===== src/rtl/uart_pkg.sv =====
// Shared types and helpers for the UART receiver (and a future parity-capable transmitter).
// The PARITY state exists only when UART_RX_PARITY_EN is defined.
package uart_pkg;

`ifdef UART_RX_PARITY_EN
    typedef enum logic [2:0] {
        IDLE      = 3'd0,
        START     = 3'd1,
        DATA      = 3'd2,
        PARITY    = 3'd3,
        STOP      = 3'd4,
        WAIT_HIGH = 3'd5
    } uart_rx_state_t;
`else
    typedef enum logic [2:0] {
        IDLE      = 3'd0,
        START     = 3'd1,
        DATA      = 3'd2,
        STOP      = 3'd4,
        WAIT_HIGH = 3'd5
    } uart_rx_state_t;
`endif

    localparam int PARITY_MAX_BITS = 32;

    function automatic int half_of(input int baud_divider);
        return baud_divider / 2;
    endfunction

    // Even parity: the returned bit makes the total count of ones even.
    function automatic logic even_parity(input logic [PARITY_MAX_BITS-1:0] data);
        return ^data;
    endfunction

endpackage


===== src/rtl/sync_2ff.sv =====
// Two-flop synchronizer for an asynchronous single-bit input.
// RESET_VALUE sets the value both flops take during reset.
module sync_2ff #(
    parameter logic RESET_VALUE = 1'b0
) (
    input  logic clock_i,
    input  logic reset_ni,
    input  logic d_i,
    output logic q_o
);

    logic meta_q;
    logic sync_q;

    always_ff @(posedge clock_i or negedge reset_ni) begin
        if (!reset_ni) begin
            meta_q <= RESET_VALUE;
            sync_q <= RESET_VALUE;
        end else begin
            meta_q <= d_i;
            sync_q <= meta_q;
        end
    end

    assign q_o = sync_q;

endmodule


===== src/rtl/uart_rx.sv =====
// Asynchronous serial receiver: start/data/(parity)/stop framing, valid/ready byte output.
// Define UART_RX_PARITY_EN to add an even parity bit between data and stop.
//
// state     | meaning
// IDLE      | line high, waiting for a falling edge on rx_sync
// START     | half-bit wait, then confirm start bit is still low
// DATA      | sample NUMBER_OF_BITS data bits, LSB first
// PARITY    | sample and check the even parity bit (parity builds only)
// STOP      | sample stop bit, deliver byte or flag framing error
// WAIT_HIGH | after a framing error, wait for the line to return high
module uart_rx
    import uart_pkg::*;
#(
    parameter int NUMBER_OF_BITS = 8,
    parameter int BAUD_DIVIDER   = 4
) (
    input  logic                      clock,
    input  logic                      reset,
    input  logic                      rx,
    output logic                      data_valid,
    input  logic                      data_ready,
    output logic [NUMBER_OF_BITS-1:0] data_bits,
    output logic                      framing_error,
    output logic                      overrun,
    output logic                      parity_error
);

    localparam int HALF  = half_of(BAUD_DIVIDER);
    localparam int CNT_W = $clog2(BAUD_DIVIDER);
    localparam int IDX_W = $clog2(NUMBER_OF_BITS + 1);

    localparam logic [CNT_W-1:0] HALF_RELOAD = CNT_W'(HALF - 1);
    localparam logic [CNT_W-1:0] BIT_RELOAD  = CNT_W'(BAUD_DIVIDER - 1);
    localparam logic [IDX_W-1:0] LAST_IDX    = IDX_W'(NUMBER_OF_BITS - 1);

    logic rx_sync;

    sync_2ff #(
        .RESET_VALUE(1'b1)
    ) u_rx_sync (
        .clock_i (clock),
        .reset_ni(reset),
        .d_i     (rx),
        .q_o     (rx_sync)
    );

    uart_rx_state_t            state_q, state_d;
    logic [CNT_W-1:0]          cnt_q, cnt_d;
    logic [IDX_W-1:0]          idx_q, idx_d;
    logic [NUMBER_OF_BITS-1:0] shift_q, shift_d;
    logic [NUMBER_OF_BITS-1:0] data_q, data_d;
    logic                      valid_q, valid_d;
    logic                      fe_q, fe_d;
    logic                      ov_q, ov_d;
`ifdef UART_RX_PARITY_EN
    logic                      perr_q, perr_d;
    logic                      pe_q, pe_d;
`endif

    logic                      sample;
    logic [NUMBER_OF_BITS:0]   shift_ext;

    assign sample    = (cnt_q == '0);
    assign shift_ext = {rx_sync, shift_q};

    always_ff @(posedge clock or negedge reset) begin
        if (!reset) begin
            state_q <= IDLE;
            cnt_q   <= '0;
            idx_q   <= '0;
            shift_q <= '0;
            data_q  <= '0;
            valid_q <= 1'b0;
            fe_q    <= 1'b0;
            ov_q    <= 1'b0;
`ifdef UART_RX_PARITY_EN
            perr_q  <= 1'b0;
            pe_q    <= 1'b0;
`endif
        end else begin
            state_q <= state_d;
            cnt_q   <= cnt_d;
            idx_q   <= idx_d;
            shift_q <= shift_d;
            data_q  <= data_d;
            valid_q <= valid_d;
            fe_q    <= fe_d;
            ov_q    <= ov_d;
`ifdef UART_RX_PARITY_EN
            perr_q  <= perr_d;
            pe_q    <= pe_d;
`endif
        end
    end

    always_comb begin
        state_d = state_q;
        cnt_d   = cnt_q;
        idx_d   = idx_q;
        shift_d = shift_q;
        data_d  = data_q;
        valid_d = valid_q;
        fe_d    = 1'b0;
        ov_d    = 1'b0;
`ifdef UART_RX_PARITY_EN
        perr_d  = perr_q;
        pe_d    = 1'b0;
`endif

        // A handshake clears the holding register; a delivery below may refill it.
        if (valid_q && data_ready) begin
            valid_d = 1'b0;
        end

        case (state_q)
            IDLE: begin
                if (!rx_sync) begin
                    state_d = START;
                    cnt_d   = HALF_RELOAD;
                end
            end

            START: begin
                cnt_d = sample ? BIT_RELOAD : cnt_q - 1'b1;
                if (sample) begin
                    if (rx_sync) begin
                        state_d = IDLE;
                    end else begin
                        state_d = DATA;
                        idx_d   = '0;
`ifdef UART_RX_PARITY_EN
                        perr_d  = 1'b0;
`endif
                    end
                end
            end

            DATA: begin
                cnt_d = sample ? BIT_RELOAD : cnt_q - 1'b1;
                if (sample) begin
                    shift_d = shift_ext[NUMBER_OF_BITS:1];
                    if (idx_q == LAST_IDX) begin
`ifdef UART_RX_PARITY_EN
                        state_d = PARITY;
`else
                        state_d = STOP;
`endif
                    end else begin
                        idx_d = idx_q + 1'b1;
                    end
                end
            end

`ifdef UART_RX_PARITY_EN
            PARITY: begin
                cnt_d = sample ? BIT_RELOAD : cnt_q - 1'b1;
                if (sample) begin
                    perr_d  = (rx_sync != even_parity(PARITY_MAX_BITS'(shift_q)));
                    state_d = STOP;
                end
            end
`endif

            STOP: begin
                cnt_d = sample ? BIT_RELOAD : cnt_q - 1'b1;
                if (sample) begin
`ifdef UART_RX_PARITY_EN
                    pe_d = perr_q;
`endif
                    if (rx_sync) begin
                        state_d = IDLE;
                        if (!valid_q || data_ready) begin
                            data_d  = shift_q;
                            valid_d = 1'b1;
                        end else begin
                            ov_d = 1'b1;
                        end
                    end else begin
                        fe_d    = 1'b1;
                        state_d = WAIT_HIGH;
                    end
                end
            end

            WAIT_HIGH: begin
                // A held break must not look like a new start bit.
                if (rx_sync) begin
                    state_d = IDLE;
                end
            end

            default: begin
                state_d = IDLE;
            end
        endcase
    end

    assign data_valid    = valid_q;
    assign data_bits     = data_q;
    assign framing_error = fe_q;
    assign overrun       = ov_q;
`ifdef UART_RX_PARITY_EN
    assign parity_error  = pe_q;
`else
    assign parity_error  = 1'b0;
`endif

endmodule


===== config.mk =====
export PLATFORM = sky130hd
export DESIGN_NAME = uart_rx
export DESIGN_NICKNAME = d
export VERILOG_FILES = /design/src/rtl/uart_pkg.sv /design/src/rtl/sync_2ff.sv /design/src/rtl/uart_rx.sv
export SDC_FILE = /design/constraint.sdc
export NUM_CORES = 1
export LEC_CHECK = 0
export BUFFER_PORTS_ARGS = -buffer_cell sky130_fd_sc_hd__buf_2
export CAP_MARGIN = 20
export CORE_MARGIN = 2
export CORE_UTILIZATION = 60
export CTS_BUF_LIST = sky130_fd_sc_hd__clkbuf_16
export DETAILED_ROUTE_END_ITERATION = 12
export GPL_TIMING_DRIVEN = 0
export PLACE_DENSITY = 0.92
export SETUP_SLACK_MARGIN = 0.02
export SLEW_MARGIN = 30
export SYNTH_ARGS = -nofsm -noshare
export SYNTH_HDL_FRONTEND = slang
export SYNTH_SLANG_ARGS = --single-unit

===== constraint.sdc =====
create_clock -name clock -period 2.9 [get_ports clock]
set_input_delay 0.58 -clock clock [delete_from_list [all_inputs] [get_ports clock]]
set_output_delay 0.58 -clock clock [all_outputs]
set_load 0.02 [all_outputs]

==> metrics.cfg, run 1 <==
[synthesis]
synth_edf_count = 0
postSynth.asyncResetShare_pct = 100.0
syn_nets = 116
ys_seq_elements = 30
yosys_warnings = 0
seq_area_frac_synth_pct = 55.33
syn_area_per_cell_sq_um = 12.38
synth_cell_type_count = 36
synth_cells = 110
syn_area_sq_mm = 0.001361
synth_ff_type = dfrtp_1

[layout]
diodes = 0
post-route-util_pct = 73.93
stdcell_count = 160
final_cell_area_sq_mm = 0.001604
area_growth_pct = 17.83
final_nets = 137
drive_above_1_share_pct = 36.36
fillCellCount = 143

[sta]
period_share_pct = 61.95
clock_skew_ns = 0.008326
layout_min_cycle_time_ns = 1.797
slew_violations = 0
hold_ws_ns = 0.3245
setup_violations = 0
worst_pin_slew_ns = 0.6461
hold_viol_final = 0
setup_tns_ns = 0
max_slew_margin_pct = 56.93
max_freq_mhz = 556.6
rsz0062_at_grt = no
fin_ws_ns = 1.103

[routing]
vias = 933
drcViolationCount = 0
drt_wl_total_microns = 2759
ant_nets = 0
wl_per_cell_microns = 17.24
drt_iter0_markers = 23
viasPerCell = 5.831
firstDrtPassIters = 4

[setup_path]
rrSetupSlack_ns = 1.10
startpoint_type = flip-flop
path_class = flip-flop to flip-flop
crit_required_ns = 3.05
r2r-start = cnt_q[0]
worst_setup_path_end_kind = flip-flop
cp_max_fo = 10
reg2reg_depth = 6
r2r_end = shift_q[1]
cp_data_arrival_time_ns = 1.95

[pwr]
total_power_mw = 1.284
leakage_nw = 0.8083
ir_drop_mv = 0.6696
power_density_mw_per_mm2 = 800.5

[grt]
grt_pass1_wl_microns = 4657
antenna_found_initial = 0
grt_overflow = 0
grt_pass1_vias = 990
grt_usage_pct = 25.36
grt_max_degree = 31

[clock_network]
cts_tree = done
clock_sinks = 30
path_clk_slew_ns = 0.05
cts_buffers = 5
cts_setup_buffers = 0
cts.path.max_buffers = 2
hold_buffers = 0
htreeDepth = 2
root_buffer = clkbuf_16
cts.repair.resized = 0
worstSkewPairLatency_ns = 0.28

[run]
maxCapViolCount = 0

[floorplan]
floorplan.initialDensity_pct = 62.75
core-area_sq_mm = 0.002170
die_h_microns = 51.63
die-width_microns = 51.63
rows = 17
die_area_sq_mm = 0.002666
pin_count = 16

[placement]
place_ws_ns = 1.111
hpwl_microns = 1843
post-place-cells = 152
gp_congestion = 0.8337
place_area_sq_mm = 0.001466
port_buffers = 14

[run_status]
status = finished clean

[min_path]
hold_class = input pin to async pin

==> layer usage <==
metal | routed length (microns) | GRT usage [%] | up-vias
met4 | 59 | 12.28 | 0
met1 | 1076 | 28.96 | 462
met2 | 1447 | 41.03 | 34
met3 | 175 | 10.63 | 8
li1 | - | - | 429
met5 | 0 | 0 | -
==> flip-flops by register name, summed over array words and instances (netlist names) <==
register and flops:
data_bits 8, shift_q 8, idx_q 4, state_q 3
cnt_q 2, data_valid 1, framing_error 1, overrun 1
u_rx_sync.meta_q 1, u_rx_sync.q_o 1
==> report_power, final <==
group,internal [mW],switching [mW]
Clock,0.308,0.168
Sequential,0.476,0.0476
Combinational,0.132,0.152
Total,0.916,0.368
==> layout by cell type, fill, tap and decap left out, types with 2 or more instances in the layout <==
cell type,instances
ha_1,2
nor2b_1,2
clkbuf_16,5
and4bb_2,2
nor2_1,2
inv_1,5
buf_4,2
o21ai_0,7
dfstp_2,2
a32o_1,2
nand3b_1,3
nand2_1,7
nor3b_1,2
mux2_2,16
dfrtp_1,28
nand2b_1,2
a21oi_1,5
buf_2,17
==> synthesized netlist by cell type, types with 2 or more instances <==
master    number  area (sq um)
dfrtp_1       28         700.7
mux2_2        16         180.2
nand2_1        7         26.28
o21ai_0        7         35.03
a21oi_1        5         25.02
inv_1          4         15.01
buf_2          3         15.01
nand3b_1       3         22.52
a32o_1         2         20.02
and4bb_2       2         25.02
buf_4          2         15.01
dfstp_2        2         52.55
ha_1           2         25.02
nand2b_1       2         12.51
nor2_1         2         7.510
nor2b_1        2         12.51
nor3b_1        2         15.01
==> how the worst max path moves through the flow <==
stage	startpoint	end	cells past startpoint
after floorplan	cnt_q[0]	shift_q[0]	6
after global placement	cnt_q[0]	shift_q[6]	6
after detailed placement	cnt_q[0]	shift_q[4]	6
after CTS	cnt_q[0]	shift_q[1]	6
after global routing	cnt_q[0]	idx_q[2]	7
final	cnt_q[0]	shift_q[1]	6
==> worst max-delay path, cell delays in order (launching register included) <==
cell      delay, ns
dfrtp_1        0.39
inv_1          0.06
ha_1           0.13
buf_2          0.20
and4bb_2       0.26
buf_2          0.24
mux2_2         0.38
==> kinds of logic after synthesis <==
| logic type | count (synthesis) | share of synthesized area (%) |
|---|---|---|
| XOR/XNOR | 1 | 0.6435 |
| buffers and inverters | 11 | 4.410 |
| AO/OA/AOI/OAI | 20 | 9.284 |
| adder cells (fa/ha/maj) | 2 | 1.838 |
| AND/OR/NAND/NOR | 28 | 14.25 |
| other | 1 | 0.2755 |
| multiplexers | 17 | 13.97 |
| flip-flops | 30 | 55.33 |
==> final cells by class <==
| class | instances | area (sq um) | area share [%] |
|---|---|---|---|
| tap | 28 | 35.03 | 2.184 |
| multi-input combinational | 69 | 548.0 | 34.17 |
| buffer | 7 | 45.04 | 2.808 |
| inverter | 4 | 15.01 | 0.9360 |
| timing repair buffer | 14 | 70.07 | 4.368 |
| clock buffer | 5 | 125.1 | 7.800 |
| sequential | 30 | 753.2 | 46.96 |
| clock inverter | 3 | 12.51 | 0.7800 |
Note: power is estimated with default switching activity, not from simulation.
==> run 2, diff against run 1 <==
Settings changed: CORE_UTILIZATION 60 to 50, PLACE_DENSITY 0.92 to 0.83.
Clock period 2.9 ns to 1.6 ns, I/O delays scaled along.
==> run 2 against run 1 <==
Compared with the run above: critical path type unchanged; clock power grew 83%; setup slack worse by 1.1 ns; critical path depth shrank 1; count of clock-buffer cells in the layout did not move; core utilization is 5.8 points lower; register-to-register slack lost 1.1 ns.
==> metrics.cfg, run 2 (synthesis results as in run 1) <==
[grt]
antenna_found_initial = 0
grt_max_degree = 31
grt_overflow = 0
grt_pass1_wl_microns = 4795
grt_pass1_vias = 963
grt_usage_pct = 20.13

[pwr]
ir_drop_mv = 1.337
clkPwrFrac_pct = 34.5
pwr-share-seq_pct = 38.2
total_power_mw = 2.515
combPwrFrac_pct = 27.3
switchingPower_uw = 742.6
swShare_pct = 29.52
leakage_nw = 0.8546
power_density_mw_per_mm2 = 1463
p_int_mw = 1.773

[clock_network]
htreeDepth = 2
root_buffer = clkbuf_16
clock_sinks = 30
cts_buffers = 5
cts.path.max_buffers = 2
path_clk_slew_ns = 0.05
cts_tree = done
worstSkewPairLatency_ns = 0.27

[sta]
hold_ws_ns = 0.06972
clock_skew_ns = 0.005785
period_share_pct = 96.93
slew_violations = 0
setup_tns_ns = 0
worst_pin_slew_ns = 0.6491
layout_min_cycle_time_ns = 1.551
rsz0062_at_grt = yes
max_freq_mhz = 644.8
setup_violations = 0
max_slew_margin_pct = 56.72
hold_viol_final = 0

[layout]
fillCellCount = 173
layout_commonest_cell = dfrtp_1
layout_common_cells = dfrtp_1 (28), buf_2 (15), mux2_2 (13)
diodes = 0
drive_above_1_share_pct = 44.20
final_nets = 143
area_growth_pct = 26.29

[placement]
gp_congestion = 0.8003
hpwl_microns = 1776
port_buffers = 14

[run]
maxCapViolCount = 0

[floorplan]
pin_count = 16
rows = 18
core-area_sq_mm = 0.002522
floorplan.initialDensity_pct = 53.97
die-width_microns = 56.18
die_area_sq_mm = 0.003156
die_h_microns = 56.18

[run_status]
status = finished clean

[min_path]
hold_class = input pin to async pin

[setup_path]
crit_start = cnt_q[0]
cp_max_fo = 8
worst_setup_path_end_kind = flip-flop
startpoint_type = flip-flop
path_class = flip-flop to flip-flop
cp_data_arrival_time_ns = 1.70
crit_required_ns = 1.75
r2r-start = cnt_q[0]

[routing]
wl_per_cell_microns = 18.09
drcViolationCount = 0
drt_iter0_markers = 13
vias = 972
ant_nets = 0
viasPerCell = 5.786
firstDrtPassIters = 4
drt_wl_total_microns = 3039

-- run 2: cell types whose count changed in the layout (fill, tap and decap cells not counted), moves of 2 or more --
cell,delta
buf_2,-2
buf_4,+5
buf_6,+3
inv_1,-2
inv_2,+2
mux2_2,-3
mux2_4,+3
-- run 2: metrics by stage --
step	cells	area (sq um)	setup slack [ns]	util (%)
finish	168	1719	0.04916	68.15
global route	168	1719	-0.005546	68.15
CTS	168	1677	0.01069	66.47
detailed placement	154	1471	-0.1186	58.33
global placement	154	1471	-0.06429	58.33
floorplan	110	1364	0.05206	-
-- run 2: timing repair --
action,4_1_cts,5_1_grt
hold buffers,0,0
resized for setup,7,11
setup endpoints to repair,19,20
setup buffers,5,1
cloned,1,0
pin swaps,2,3
-- run 2: final timing paths --
path | end | slack [ns] | depth (start not counted)
worst min-delay path | cnt_q[1] | 0.07 | 1
worst max-delay path | data_bits[2] | 0.05 | 5
min in group clock | u_rx_sync.meta_q | 0.16 | 1
worst max register to register | data_bits[2] | 0.05 | 5
max in group asynchronous | shift_q[5] | 1.11 | 1
worst min register to register | u_rx_sync.q_o | 0.35 | 0
-- run 2: worst max-delay path, stage by stage (launching register included) --
cell      delay [ns]
dfrtp_1         0.39
inv_2           0.07
ha_4            0.16
and4bb_2        0.29
nand3_4         0.16
mux2_4          0.34
-- run 2: metal layers --
layer  GRT usage [%]  routed length (microns)  vias to the layer above
li1                -                        -                      445
met1           24.92                     1320                      502
met2           32.94                     1554                       21
met3           7.442                      130                        4
met4           5.782                       34                        0
met5               0                        0                        -
-- run 2: power by group through the flow --
stage	Sequential (mW)	Combinational (mW)	Clock, mW
after floorplan	0.928	0.404	0
after global placement	0.945	0.469	0
after detailed placement	0.956	0.513	0
after CTS	0.942	0.610	0.868
after global routing	0.972	0.754	0.901
final	0.960	0.687	0.869
-- run 2: final cells by class --
type	count	area [sq um]	share of cell area, %
repair buffers	21	126.4	7.351
plain buffers	6	51.30	2.984
well taps	30	37.54	2.183
multi-input cells	69	598.1	34.79
inverters	4	15.01	0.8734
clock buffers	5	125.1	7.278
flip-flops and latches	30	753.2	43.81
clock inverters	3	12.51	0.7278
